[src/rtl/dance_pkg.sv]
// Shared types and helpers for the dance-game music path.
package dance_pkg;

  typedef enum logic [1:0] {
    IDLE    = 2'd0,
    PLAYING = 2'd1,
    PAUSED  = 2'd2,
    DONE    = 2'd3
  } state_e;

  typedef enum logic [1:0] {
    EASY   = 2'd0,
    MED    = 2'd1,
    HARD   = 2'd2,
    EXPERT = 2'd3
  } diff_e;

  // Smallest n with 2^n >= v.
  function automatic int clog2(input longint unsigned v);
    int n;
    longint unsigned p;
    n = 0;
    p = 64'd1;
    while (p < v) begin
      p = p << 1;
      n++;
    end
    return n;
  endfunction

endpackage

[src/rtl/beat_sequencer_if.sv]
// Control/status bundle between the top-level switches and the beat sequencer.
interface beat_sequencer_if #(
  parameter int BPM_W           = 16,
  parameter int BEAT_W          = 10,
  parameter int SONG_W          = 2,
  parameter int MAX_SUBDIV_LOG2 = 3
);
  logic                       play;
  logic [BPM_W-1:0]           bpm;
  logic [1:0]                 difficulty;
  logic [SONG_W-1:0]          song_sel;
  logic [BEAT_W-1:0]          song_len;
  logic                       tick_pulse;
  logic                       beat_pulse;
  logic [MAX_SUBDIV_LOG2-1:0] tick_in_beat;
  logic [BEAT_W-1:0]          beat_count;
  logic [SONG_W-1:0]          song_id;
  logic                       playing;
  logic                       paused;
  logic                       done;
  logic                       bpm_err;

  modport master (
    output play, bpm, difficulty, song_sel, song_len,
    input  tick_pulse, beat_pulse, tick_in_beat, beat_count, song_id,
           playing, paused, done, bpm_err
  );

  modport slave (
    input  play, bpm, difficulty, song_sel, song_len,
    output tick_pulse, beat_pulse, tick_in_beat, beat_count, song_id,
           playing, paused, done, bpm_err
  );
endinterface

[src/rtl/beat_sequencer_phase_acc.sv]
// Divider-free tempo generator: adds bpm<<diff per cycle, ticks on crossing CLK_HZ*60.
module bpm_phase_accumulator
  import dance_pkg::*;
#(
  parameter int CLK_HZ          = 50000000,
  parameter int BPM_W           = 16,
  parameter int MAX_SUBDIV_LOG2 = 3,
  parameter int ACC_W           = 34
) (
  input  logic             clk,
  input  logic             resetn,
  input  logic             i_en,
  input  logic             i_clear,
  input  logic [BPM_W-1:0] i_bpm,
  input  logic [1:0]       i_diff,
  output logic             o_fire,
  output logic             o_tick
);
  localparam int              INC_W   = BPM_W + MAX_SUBDIV_LOG2;
  localparam longint unsigned T_FULL  = 64'(CLK_HZ) * 64'd60;
  localparam longint unsigned INC_MAX = ((64'd1 << BPM_W) - 64'd1) << MAX_SUBDIV_LOG2;
  localparam logic [ACC_W-1:0] T      = ACC_W'(T_FULL);

  if (ACC_W < clog2(T_FULL + INC_MAX)) begin : g_acc_w_chk
    $error("ACC_W too narrow for CLK_HZ*60 plus the largest increment");
  end

  logic [ACC_W-1:0] r_acc, w_sum;
  logic [INC_W-1:0] r_inc;
  logic             r_tick, w_ovf;

  assign w_sum  = r_acc + ACC_W'(r_inc);
  assign w_ovf  = (w_sum >= T);
  assign o_fire = i_en & w_ovf;
  assign o_tick = r_tick;

  always_ff @(posedge clk or negedge resetn) begin
    if (!resetn) begin
      r_acc  <= '0;
      r_inc  <= '0;
      r_tick <= 1'b0;
    end else if (i_clear) begin
      r_acc  <= '0;
      r_inc  <= INC_W'(i_bpm) << i_diff;
      r_tick <= 1'b0;
    end else begin
      r_tick <= o_fire;
      if (i_en) r_acc <= w_ovf ? (w_sum - T) : w_sum;
    end
  end
endmodule

[src/rtl/beat_sequencer.sv]
// Tempo/beat engine: start/pause/resume/done FSM plus subdivision and beat counters.
module beat_sequencer
  import dance_pkg::*;
#(
  parameter int CLK_HZ          = 50000000,
  parameter int BPM_W           = 16,
  parameter int BEAT_W          = 10,
  parameter int SONG_W          = 2,
  parameter int MAX_SUBDIV_LOG2 = 3,
  parameter int ACC_W           = 34
) (
  input  logic             clk,
  input  logic             resetn,
  beat_sequencer_if.slave  bus
);
  localparam int SL = MAX_SUBDIV_LOG2;

  state_e            r_state, w_state_nxt;
  logic              r_play_q, w_rise, w_valid, w_start, w_en, w_fire, w_tick;
  logic              w_wrap, w_last_beat, r_beat_pulse, r_err;
  logic [1:0]        r_diff, w_diff_c;
  logic [SONG_W-1:0] r_song;
  logic [BEAT_W-1:0] r_len, r_beat_count, w_bc_inc;
  logic [SL-1:0]     r_tib, w_last_tib;
  logic [SL:0]       w_span, w_span_m1;

  assign w_rise      = bus.play & ~r_play_q;
  assign w_valid     = (bus.bpm != '0) && (bus.song_len != '0);
  assign w_start     = (r_state == IDLE) && w_rise && w_valid;
  assign w_en        = (r_state == PLAYING) && bus.play;
  assign w_diff_c    = (int'(bus.difficulty) > SL) ? 2'(SL) : bus.difficulty;
  assign w_span      = (SL+1)'(1) << r_diff;
  assign w_span_m1   = w_span - 1'b1;
  assign w_last_tib  = w_span_m1[SL-1:0];
  assign w_wrap      = (r_tib == w_last_tib);
  assign w_bc_inc    = r_beat_count + 1'b1;
  assign w_last_beat = w_fire && w_wrap && (w_bc_inc == r_len);

  bpm_phase_accumulator #(
    .CLK_HZ(CLK_HZ), .BPM_W(BPM_W), .MAX_SUBDIV_LOG2(SL), .ACC_W(ACC_W)
  ) u_acc (
    .clk(clk), .resetn(resetn), .i_en(w_en), .i_clear(w_start),
    .i_bpm(bus.bpm), .i_diff(w_diff_c), .o_fire(w_fire), .o_tick(w_tick)
  );

  always_ff @(posedge clk or negedge resetn) begin
    if (!resetn) r_state <= IDLE;
    else         r_state <= w_state_nxt;
  end

  always_comb begin
    w_state_nxt = r_state;
    case (r_state)
      IDLE:    if (w_start) w_state_nxt = PLAYING;
      PLAYING: if (!bus.play) w_state_nxt = PAUSED;
               else if (w_last_beat) w_state_nxt = DONE;
      PAUSED:  if (bus.play) w_state_nxt = PLAYING;
      DONE:    if (!bus.play) w_state_nxt = IDLE;
      default: w_state_nxt = IDLE;
    endcase
  end

  always_comb begin
    bus.playing = (r_state == PLAYING);
    bus.paused  = (r_state == PAUSED);
    bus.done    = (r_state == DONE);
  end

  always_ff @(posedge clk or negedge resetn) begin
    if (!resetn) begin
      // Previous-play history resets high so a play level held through reset is not a start.
      r_play_q     <= 1'b1;
      r_diff       <= '0;
      r_song       <= '0;
      r_len        <= '0;
      r_tib        <= '0;
      r_beat_count <= '0;
      r_beat_pulse <= 1'b0;
      r_err        <= 1'b0;
    end else begin
      r_play_q     <= bus.play;
      r_beat_pulse <= w_fire & w_wrap;
      if ((r_state == IDLE) && w_rise) r_err <= ~w_valid;
      if (w_start) begin
        r_diff       <= w_diff_c;
        r_song       <= bus.song_sel;
        r_len        <= bus.song_len;
        r_tib        <= '0;
        r_beat_count <= '0;
      end else if (w_fire) begin
        r_tib <= w_wrap ? '0 : r_tib + 1'b1;
        if (w_wrap) r_beat_count <= w_bc_inc;
      end
    end
  end

  assign bus.tick_pulse   = w_tick;
  assign bus.beat_pulse   = r_beat_pulse;
  assign bus.tick_in_beat = r_tib;
  assign bus.beat_count   = r_beat_count;
  assign bus.song_id      = r_song;
  assign bus.bpm_err      = r_err;
endmodule
[src/flat_wrapper.sv]
// flat-port wrapper written by rule: the top's interface ports become plain ports
module beat_sequencer_flat import dance_pkg::*;
#(
  parameter int CLK_HZ          = 50000000,
  parameter int BPM_W           = 16,
  parameter int BEAT_W          = 10,
  parameter int SONG_W          = 2,
  parameter int MAX_SUBDIV_LOG2 = 3,
  parameter int ACC_W           = 34
)
  (clk, resetn, bus_play, bus_bpm, bus_difficulty, bus_song_sel, bus_song_len, bus_tick_pulse, bus_beat_pulse, bus_tick_in_beat, bus_beat_count, bus_song_id, bus_playing, bus_paused, bus_done, bus_bpm_err);
  beat_sequencer_if #(.BPM_W(BPM_W), .BEAT_W(BEAT_W), .SONG_W(SONG_W), .MAX_SUBDIV_LOG2(MAX_SUBDIV_LOG2)) bus_i ();
  input  logic clk;
  input  logic resetn;
  input wire logic [$bits(bus_i.play)-1:0] bus_play;
  input wire logic [$bits(bus_i.bpm)-1:0] bus_bpm;
  input wire logic [$bits(bus_i.difficulty)-1:0] bus_difficulty;
  input wire logic [$bits(bus_i.song_sel)-1:0] bus_song_sel;
  input wire logic [$bits(bus_i.song_len)-1:0] bus_song_len;
  output wire logic [$bits(bus_i.tick_pulse)-1:0] bus_tick_pulse;
  output wire logic [$bits(bus_i.beat_pulse)-1:0] bus_beat_pulse;
  output wire logic [$bits(bus_i.tick_in_beat)-1:0] bus_tick_in_beat;
  output wire logic [$bits(bus_i.beat_count)-1:0] bus_beat_count;
  output wire logic [$bits(bus_i.song_id)-1:0] bus_song_id;
  output wire logic [$bits(bus_i.playing)-1:0] bus_playing;
  output wire logic [$bits(bus_i.paused)-1:0] bus_paused;
  output wire logic [$bits(bus_i.done)-1:0] bus_done;
  output wire logic [$bits(bus_i.bpm_err)-1:0] bus_bpm_err;
  assign bus_i.play = bus_play;
  assign bus_i.bpm = bus_bpm;
  assign bus_i.difficulty = bus_difficulty;
  assign bus_i.song_sel = bus_song_sel;
  assign bus_i.song_len = bus_song_len;
  assign bus_tick_pulse = bus_i.tick_pulse;
  assign bus_beat_pulse = bus_i.beat_pulse;
  assign bus_tick_in_beat = bus_i.tick_in_beat;
  assign bus_beat_count = bus_i.beat_count;
  assign bus_song_id = bus_i.song_id;
  assign bus_playing = bus_i.playing;
  assign bus_paused = bus_i.paused;
  assign bus_done = bus_i.done;
  assign bus_bpm_err = bus_i.bpm_err;
  beat_sequencer #(.CLK_HZ(CLK_HZ), .BPM_W(BPM_W), .BEAT_W(BEAT_W), .SONG_W(SONG_W), .MAX_SUBDIV_LOG2(MAX_SUBDIV_LOG2), .ACC_W(ACC_W)) u_core (.clk(clk), .resetn(resetn), .bus(bus_i));
endmodule
[config.mk]
export PLATFORM = sky130hd
export DESIGN_NAME = beat_sequencer_flat
export DESIGN_NICKNAME = d
export VERILOG_FILES = /design/src/rtl/dance_pkg.sv /design/src/rtl/beat_sequencer_if.sv /design/src/rtl/beat_sequencer_phase_acc.sv /design/src/rtl/beat_sequencer.sv /design/src/flat_wrapper.sv
export SDC_FILE = /design/constraint.sdc
export NUM_CORES = 1
export LEC_CHECK = 0
export ABC_AREA = 1
export CAP_MARGIN = 15
export CORE_UTILIZATION = 60
export CTS_CLUSTER_DIAMETER = 80
export DETAILED_ROUTE_END_ITERATION = 12
export PLACE_DENSITY_LB_ADDON = 0.12
export SETUP_SLACK_MARGIN = 0.2
export SLEW_MARGIN = 20
export SYNTH_ARGS = -nofsm -noshare
export SYNTH_HDL_FRONTEND = slang
export SYNTH_HIERARCHICAL = 1
export SYNTH_SLANG_ARGS = --single-unit
[constraint.sdc]
create_clock -name clk -period 3.9 [get_ports clk]
set_input_delay 0.39 -clock clk [delete_from_list [all_inputs] [get_ports clk]]
set_output_delay 0.39 -clock clk [all_outputs]
set_load 0.05 [all_outputs]
### Yosys cells after proc, flatten, opt, wreduce, memory -nomap -nowiden

Index checks and enable logic that the tools add are counted.
Widths: inputs -> output; s select.

| cells by class | value |
|---|---|
| $lt $le $gt $ge | 1 |
| bitwise logic cells | 5 |
| mux-type cells | 16 |
| shift-type cells | 2 |
| add/subtract/negate cells | 5 |
| eq/ne operators | 9 |
| reduce and logical (&&, ||, !) cells | 14 |

Operators with widths:

| operator | count |
|---|---|
| $mux 34 | 3 |
| $add 34x19->34 | 1 |
| $ge 34x32->1 const B | 1 |
| $sub 34x32->34 const B | 1 |
| $mux 10 | 3 |
| $shl 16x2->19 | 1 |
| $reduce_bool 16->1 | 1 |
| $add 10x1->10 const B | 1 |
| $eq 10x10->1 | 1 |
| $mux 2 | 5 |
| $reduce_bool 10->1 | 1 |
| $mux 3 | 3 |
| $pmux 2 s4 | 1 |
| $logic_and 1x1->1 | 6 |
| $ne 2x2->1 const B | 3 |
| $reduce_bool 2->1 | 3 |
| $eq 2x2->1 const B | 2 |
| $reduce_and 4->1 | 1 |
| $add 3x1->3 const B | 1 |
| $and 1x1->1 | 3 |
| $eq 3x3->1 | 1 |
| $ne 3x2->1 const B | 1 |
| $shl 1x2->3 const A | 1 |
| $sub 3x1->3 const B | 1 |
| other kinds (5) | 6 |

| storage, ports and cells | value |
|---|---|
| output and inout port bits | 21 |
| input port bits | 33 |
| logic and storage cells | 64 |
| bits in registers | 86 |

### Depth between registers and ports, before layout

Gate-level depths: netlist of run 1.

| depth | value |
|---|---|
| depth in word-level cells | 8 |
| depth in mapped cells | 29 |
| gate-level depth less buffers | 29 |

### By module

Netlist of run 1, hierarchy kept.

Modules (own cells, without submodules):

| module | sequential area each (sq um) | cells each | times used | area each (sq um) |
|---|---|---|---|---|
| bpm_phase_accumulator | 1351.3 | 1011 | 1 | 5649.2 |
| beat_sequencer | 802.0 | 252 | 1 | 1888.1 |

### Least setup slack after synthesis of run 1

OpenSTA, ideal clock, no wires.

| timing path | value |
|---|---|
| path kind | register to register |
| start | register u_core.u_acc.r_acc[0] |
| end | register u_core.r_state[1] |
| data required time | 3832 ps |
| period minus slack after synthesis | 3332 ps |
| cell stages (with the launch flop) | 29 |
| library setup time | 68 ps |
| buffers on the path | 0 |
| setup slack | 568 ps |
| arrival | 3264 ps |
| cell sequence | dfrtp_1 ha_1 inv_1 fa_1 inv_1 nand3_1 nand2_1 nand2_1 nand2_1 nand2_1 nand3_1 nand2_1 nand2_1 nand2_1 nor2_2 nand3_1 nor2_4 nand3_2 nand3_4 inv_2 nor2_1 inv_1 nor2_4 nand2_1 nor2_1 nand2_1 o21bai_1 nand3_1 nand2_1 |

| on the way | value |
|---|---|
| word-level cells in the longest chain between the ends | 7 |

Ends and longest elaborated chain:

| what | RTL line | text |
|---|---|---|
| start, declared | beat_sequencer_phase_acc.sv:28 | `logic [ACC_W-1:0] r_acc, w_sum;` |
| start signal, assigned | beat_sequencer_phase_acc.sv:48 | `if (i_en) r_acc <= w_ovf ? (w_sum - T) : w_sum;` |
| $add 34x19->34 | beat_sequencer_phase_acc.sv:32 | `assign w_sum = r_acc + ACC_W'(r_inc);` |
| $ge 34x32->1 | beat_sequencer_phase_acc.sv:33 | `assign w_ovf = (w_sum >= T);` |
| $and 1x1->1 | beat_sequencer_phase_acc.sv:34 | `assign o_fire = i_en & w_ovf;` |
| net u_core.w_fire | beat_sequencer.sv:19 | `logic r_play_q, w_rise, w_valid, w_start, w_en, w_fire, w_tick;` |
| $logic_and 1x1->1 (2 in series) | beat_sequencer.sv:37 | `assign w_last_beat = w_fire && w_wrap && (w_bc_inc == r_len);` |
| $ne 3x2->1 (no source line) | -- |  |
| $reduce_and 4->1 (no source line) | -- |  |
| end signal, assigned | beat_sequencer.sv:48 | `else r_state <= w_state_nxt;` |
| end, declared | beat_sequencer.sv:18 | `state_e r_state, w_state_nxt;` |

The timed path passes the listed nets, and every way through them passes these cells.
A chain may end at the register's enable or synchronous reset.

### Final worst setup path of run 1

| timing path | value |
|---|---|
| start | register u_core.u_acc.r_inc[10] |
| end | register u_core.r_state[1] |

| on the way | value |
|---|---|
| word-level cells in the longest chain between the ends | 7 |

Ends and longest elaborated chain:

| what | RTL line | text |
|---|---|---|
| start, declared | beat_sequencer_phase_acc.sv:29 | `logic [INC_W-1:0] r_inc;` |
| start signal, assigned | beat_sequencer_phase_acc.sv:44 | `r_inc <= INC_W'(i_bpm) << i_diff;` |
| $add 34x19->34 | beat_sequencer_phase_acc.sv:32 |  |
| $ge 34x32->1 | beat_sequencer_phase_acc.sv:33 |  |
| $and 1x1->1 | beat_sequencer_phase_acc.sv:34 |  |
| net u_core.w_fire | beat_sequencer.sv:19 |  |
| $logic_and 1x1->1 (2 in series) | beat_sequencer.sv:37 |  |
| $ne 3x2->1 (no source line) | -- |  |
| $reduce_and 4->1 (no source line) | -- |  |

The timed path passes the listed nets, and every way through them passes these cells.

==> qor.csv, run 1 <==
metric;value;unit
status;finished, final reports clean;
reg2reg setup slack;0.46;ns
clk_skew;0.00346;ns
Worst-Margin Slew;0.779;ns
overall routing resource usage;0.354;
worst min path class;input port to async pin;
startpoint types;register;
via count;8208;
antenna violations before repair;0;
core area;12100;um^2
R2R depth;25;
Synth Instances;1263;
prevailing post-synth register cell;dfrtp_1;
Critical R2R Capture;u_core/r_state[1];
Layout area overhead;17.1;%
Rel. slew slack;0.481;
Arr. time, crit path;3.73;ns
CTS tree;done;
most frequent cells in the layout;nand2_1, inv_1, nand3_1;
cts bufs inserted;9;
layout cells sized above 1;0.0971;
min Tclk post-route;3.44;ns
Crit Path Class;register to register;
most common cell after layout, fill and taps aside;nand2_1;
CTS clk-pin slew, worst paths;0.06;ns
max_cap viols;0;
vias in the first global route;7441;
Worst-Skew Late Latency;0.35;ns
x dimension of the die;114;um
nets@finish;1380;
sequential fraction of the synthesis area;0.286;
initial core utilization;0.622;
Synth cell types;47;
r2r startpoint;u_core/u_acc/r_inc[10];
Synth Area per Inst;5.97;um^2
total negative slack;0;ns
WL final;22.2;mm
# port buffers;53;
first-pass GRT wire length;35.6;mm
DRC;0;
I/O pin cnt;54;
#FFs+latches synth;86;
fin util;0.729;
GR Overflow Total;0;
Static Leak;4.75;nW
maximum vdd drop;0.482;mV
Via density;5.49;
num rows;40;
Final Hold Fails;0;
Final Setup Violations;0;
unrepaired setup endpoints after global routing;no;
DIE HEIGHT;114;um
Ant. Diodes;0;
GPL Wtd Cong;0.979;
fmax;291;MHz
Final Cycle Share;0.882;
Critical Path Fanout Max;6;
Initial DRC Count;776;
Routed Antenna Nets;0;
maximum clock insertion buffer count;2;
ys async rst share;1.00;
CP endpoint kind;register;
Mapped Area;7540;um^2
Synth warnings;6;
largest net degree at the start of global routing;61;
# clock sinks;86;
PwrDens;642;nW/um^2
Synth Net Count;1319;
Die ar.;13000;um^2
Post-synth EDFFs;0;
root buffer cell;clkbuf_16;
Hold-fix buffers, CTS;0;
first-pass detailed-route iteration total;7;
Max Slew Vio Count;0;
wire length per cell;14.8;um
fillers;1072;
H-Tree Depth;3;
CP required;4.19;ns
dpl hpwl;17.1;mm
[cell families (layout without fill, tap and decap cells)]
family,Yosys count,after routing,synth area share
buffers and inverters,217,282,0.115
adder cells (fa/ha/maj),23,23,0.0392
flip-flops,86,86,0.286
AND/OR/NAND/NOR,833,833,0.472
XOR/XNOR,18,18,0.0209
AO/OA/AOI/OAI,86,86,0.0671
[worst max path at each step]
stage / to / start / slack, ns
after global routing: u_core/r_state[1] / u_core/u_acc/r_inc[18] / 0.17
after CTS: u_core/bus.beat_count[0] / u_core/u_acc/r_inc[18] / 0.22
after floorplan: u_core/r_state[1] / u_core/u_acc/r_acc[0] / 0.57
after global placement: u_core/bus.beat_count[0] / u_core/u_acc/r_inc[18] / 0.28
after detailed placement: u_core/bus.beat_count[0] / u_core/u_acc/r_acc[0] / 0.24
final: u_core/r_state[1] / u_core/u_acc/r_inc[10] / 0.46
[layer usage]
metal / global-route usage / share of wire
met1: 0.482 / 0.44
met2: 0.561 / 0.45
met3: 0.0625 / 0.081
met4: 0.135 / 0.026
met5: 0 / 0
[cell usage after synthesis (5+ instances only)]
cell / instances / area [um^2]
inv_2: 6 / 22.5
clkbuf_1: 10 / 37.5
xor2_1: 11 / 96.3
nand2_1: 537 / 2020
inv_1: 189 / 709
o21ai_0: 38 / 190
nor3_1: 9 / 45.0
xnor2_1: 7 / 61.3
o22ai_1: 10 / 62.6
nand4_1: 16 / 100
nor4_1: 5 / 31.3
dfrtp_1: 85 / 2130
nor2_1: 94 / 353
a21oi_1: 14 / 70.1
ha_1: 22 / 275
nand3_1: 129 / 646
nor2_2: 8 / 50.1
o21ai_2: 6 / 52.6
nand2_2: 11 / 68.8
[critical path, stage by stage, from the launching register on]
cell      delay (ns)
dfrtp_1         0.41
ha_1            0.41
nand2_1         0.13
nor2_1          0.21
nand2_1         0.12
nor2_1          0.12
nand2_1         0.10
nand3_1         0.14
nand2_1         0.07
nand2_1         0.08
nand2_2         0.10
nor2_4          0.12
nand3_2         0.10
nor2_4          0.19
nand2_4         0.10
nand3_4         0.10
inv_2           0.04
nor2_2          0.10
inv_1           0.09
nor2_4          0.11
nand2_1         0.09
nor2_1          0.09
nand2_1         0.07
o21bai_1        0.13
nand3_1         0.08
nand2_1         0.06
[layout make-up]
type,instances,area [um^2],share of cell area
inverters,199,753,0.0853
well taps,168,210,0.0238
multi-input cells,960,4730,0.536
flip-flops and latches,86,2150,0.244
clock buffers,10,229,0.0259
repair buffers,68,641,0.0726
clock inverters,5,106,0.0120
[through the flow]
stage	area, um^2	instances	worst slack (ns)	power [W]	hold slack (ns)
2_1_floorplan	7540	1263	0.568	0.00360	0.0944
3_5_place_dp	8250	1478	0.241	0.00442	0.465
5_1_grt	8830	1496	0.174	0.00610	0.180
6_report	8830	1496	0.460	0.00567	0.120
3_3_place_gp	8250	1478	0.277	0.00438	0.465
4_1_cts	8590	1493	0.221	0.00546	0.144
[sequential cells by signal (all words and copies together), names as in the netlist]
signal and cells:
u_core/r_len 10, u_core/r_diff 2, u_core/bus.bpm_err 1, u_core/u_acc/r_acc 34, u_core/u_acc/r_inc 19, u_core/bus.beat_count 10, u_core/r_state 2, u_core/r_play_q 1
u_core/bus.tick_in_beat 3, u_core/bus.song_id 2, u_core/bus.beat_pulse 1, u_core/u_acc/o_tick 1
[power by group]
part           internal (W)  leakage, nW  switching [W]
Sequential          0.00117         1.13       0.000229
Combinational       0.00107         3.46        0.00221
Clock              0.000625        0.159       0.000367
Total               0.00286         4.75        0.00280
[timing repair]
action | in CTS | in global routing
buffers inserted | 0 | 3
resized for setup | 0 | 60
setup endpoints to repair | 0 | 27
No activity file was read; power rests on OpenSTA's default activity.
==> inputs of run 2 (changes only) <==
Settings changed: CORE_UTILIZATION 60 to 31.
==> run 2 against run 1 <==
Register-to-register slack gained 0.03 ns. Worst hold slack gained 0.37 ns. Via count shrank 5.0%. Sequential share of layout area shrank 0.60 points. Global-route usage shrank 15 points. Final area grew 2.5%. Combinational power grew 3%. Die area grew 92%. Clock skew grew 0.011 ns. Largest cell class unchanged.
==> qor.csv, run 2 (synthesis gave the netlist of run 1 again) <==
metric;value;unit
max_cap viols;0;
worst hold stages;2;
CTS clk-pin slew, worst paths;0.06;ns
antenna violations before repair;0;
WL final;24.5;mm
Max Slew Vio Count;0;
r2r startpoint;u_core/u_acc/r_inc[18];
# clock sinks;86;
worst min path class;register to register;
num rows;56;
Sequential Area;2150;um^2
number of flip-flops in the largest register;34;
most frequent cells in the layout;nand2_1, inv_1, nand3_1;
min Tclk post-route;3.41;ns
H-Tree Depth;3;
first-pass GRT wire length;39.5;mm
DRC;0;
Critical R2R Capture;u_core/bus.beat_count[0];
Ant. Diodes;0;
maximum vdd drop;0.307;mV
Rel. slew slack;0.632;
Crit Path Class;register to register;
core area;23700;um^2
status;finished, final reports clean;
placed inst area;8490;um^2
dpl hpwl;19.8;mm
wire length per cell;14.8;um
DIE HEIGHT;158;um
most common cell after layout, fill and taps aside;nand2_1;
Initial DRC Count;456;
CP required;4.12;ns
Worst-Margin Slew;0.551;ns
Arr. time, crit path;3.63;ns
post-route design area;9050;um^2
fillers;2665;
Multi-input gate area;4760;um^2
cts bufs inserted;9;
maximum clock insertion buffer count;2;
reg2reg setup slack;0.49;ns
CP endpoint kind;register;
Hold EP;u_core/u_acc/r_acc[11];
Routed Antenna Nets;0;
unrepaired setup endpoints after global routing;no;
I/O pin cnt;54;
# port buffers;53;
PwrDens;627;nW/um^2
Final Setup Violations;0;
layout cells sized above 1;0.107;
Final Hold Fails;0;
Final Cycle Share;0.874;
Biggest register;u_core/u_acc/r_acc;
GPL Wtd Cong;0.906;
fmax;293;MHz
root buffer cell;clkbuf_16;
Worst-Skew Late Latency;0.36;ns
Worst Setup SP;u_core/u_acc/r_inc[18];
hold path startpoint;u_core/u_acc/r_acc[11];
via count;7798;
initial core utilization;0.318;
Via density;4.71;
R2R depth;23;
Regs by FF count;u_core/u_acc/r_acc: 34 flops, u_core/u_acc/r_inc: 19 flops;
Static Leak;4.77;nW
startpoint types;register;
overall routing resource usage;0.208;
clk_skew;0.0142;ns
nets@finish;1386;
largest net degree at the start of global routing;35;
Layout area overhead;20.1;%
CTS tree;done;
first-pass detailed-route iteration total;5;
Critical Path Fanout Max;10;
vias in the first global route;7621;
Die ar.;24900;um^2
total negative slack;0;ns
x dimension of the die;158;um
GR Overflow Total;0;
-- run 2: area by class of cell --
class | instances | share of cell area
inverter | 199 | 0.0830
tap | 319 | 0.0441
timing repair buffer | 74 | 0.0761
clock inverter | 6 | 0.00774
sequential | 86 | 0.238
multi-input combinational | 960 | 0.526
clock buffer | 10 | 0.0253
-- run 2: metrics by stage --
stage | util | total power, W | hold slack [ns] | std cells | worst slack [ns]
3_3_place_gp | 0.359 | 0.00460 | 0.369 | 1636 | 0.125
4_1_cts | 0.373 | 0.00554 | 0.491 | 1654 | 0.209
6_report | 0.382 | 0.00567 | 0.487 | 1654 | 0.492
5_1_grt | 0.382 | 0.00617 | 0.506 | 1654 | 0.202
3_5_place_dp | 0.359 | 0.00459 | 0.368 | 1636 | 0.0888
2_1_floorplan | - | 0.00360 | 0.0944 | 1263 | 0.568
-- run 2: worst max-delay path by stage --
stage                               endpoint  slack, ns
finish              u_core/bus.beat_count[0]       0.49
global route               u_core/r_state[1]       0.20
CTS                 u_core/bus.beat_count[0]       0.21
detailed placement  u_core/bus.beat_count[0]       0.09
global placement    u_core/bus.beat_count[0]       0.13
floorplan                  u_core/r_state[1]       0.57
-- run 2: where the power goes --
part	leakage [nW]	total, W	switching [W]	internal (W)
Sequential	1.13	0.00140	0.000230	0.00117
Combinational	3.50	0.00336	0.00225	0.00112
Clock	0.141	0.000910	0.000407	0.000503
Total	4.77	0.00567	0.00289	0.00279
-- run 2: critical path, stage by stage, from the launching register on --
cell	delay [ns]
dfrtp_1	0.41
ha_2	0.42
nand2_2	0.13
inv_1	0.07
nand2_1	0.05
nand2_1	0.16
nand2_1	0.13
or2_0	0.24
nand3_1	0.10
nand2_2	0.14
nor2_4	0.15
nand3_2	0.10
nor2_4	0.16
nand3_2	0.12
nand3_4	0.09
inv_2	0.04
nor2_2	0.10
inv_1	0.09
nor2_4	0.13
inv_1	0.08
nand2_4	0.15
inv_1	0.08
nand2_1	0.05
o21ai_0	0.08
-- run 2: what timing repair did --
action | 4_1_cts | 5_1_grt
hold endpoints to repair | 10 | 0
gates resized for setup | 6 | 63
pin swaps | 1 | 10
hold buffers | 1 | 0
buffers inserted | 1 | 0
endpoints found under the setup margin | 6 | 33
-- run 2: metal layers --
metal | up-vias | part of all wire | global-route usage
met5 | - | 0 | 0
met4 | 0 | 0.012 | 0.0444
met3 | 20 | 0.037 | 0.0309
met2 | 140 | 0.45 | 0.340
met1 | 3571 | 0.50 | 0.288
li1 | 4067 | - | -
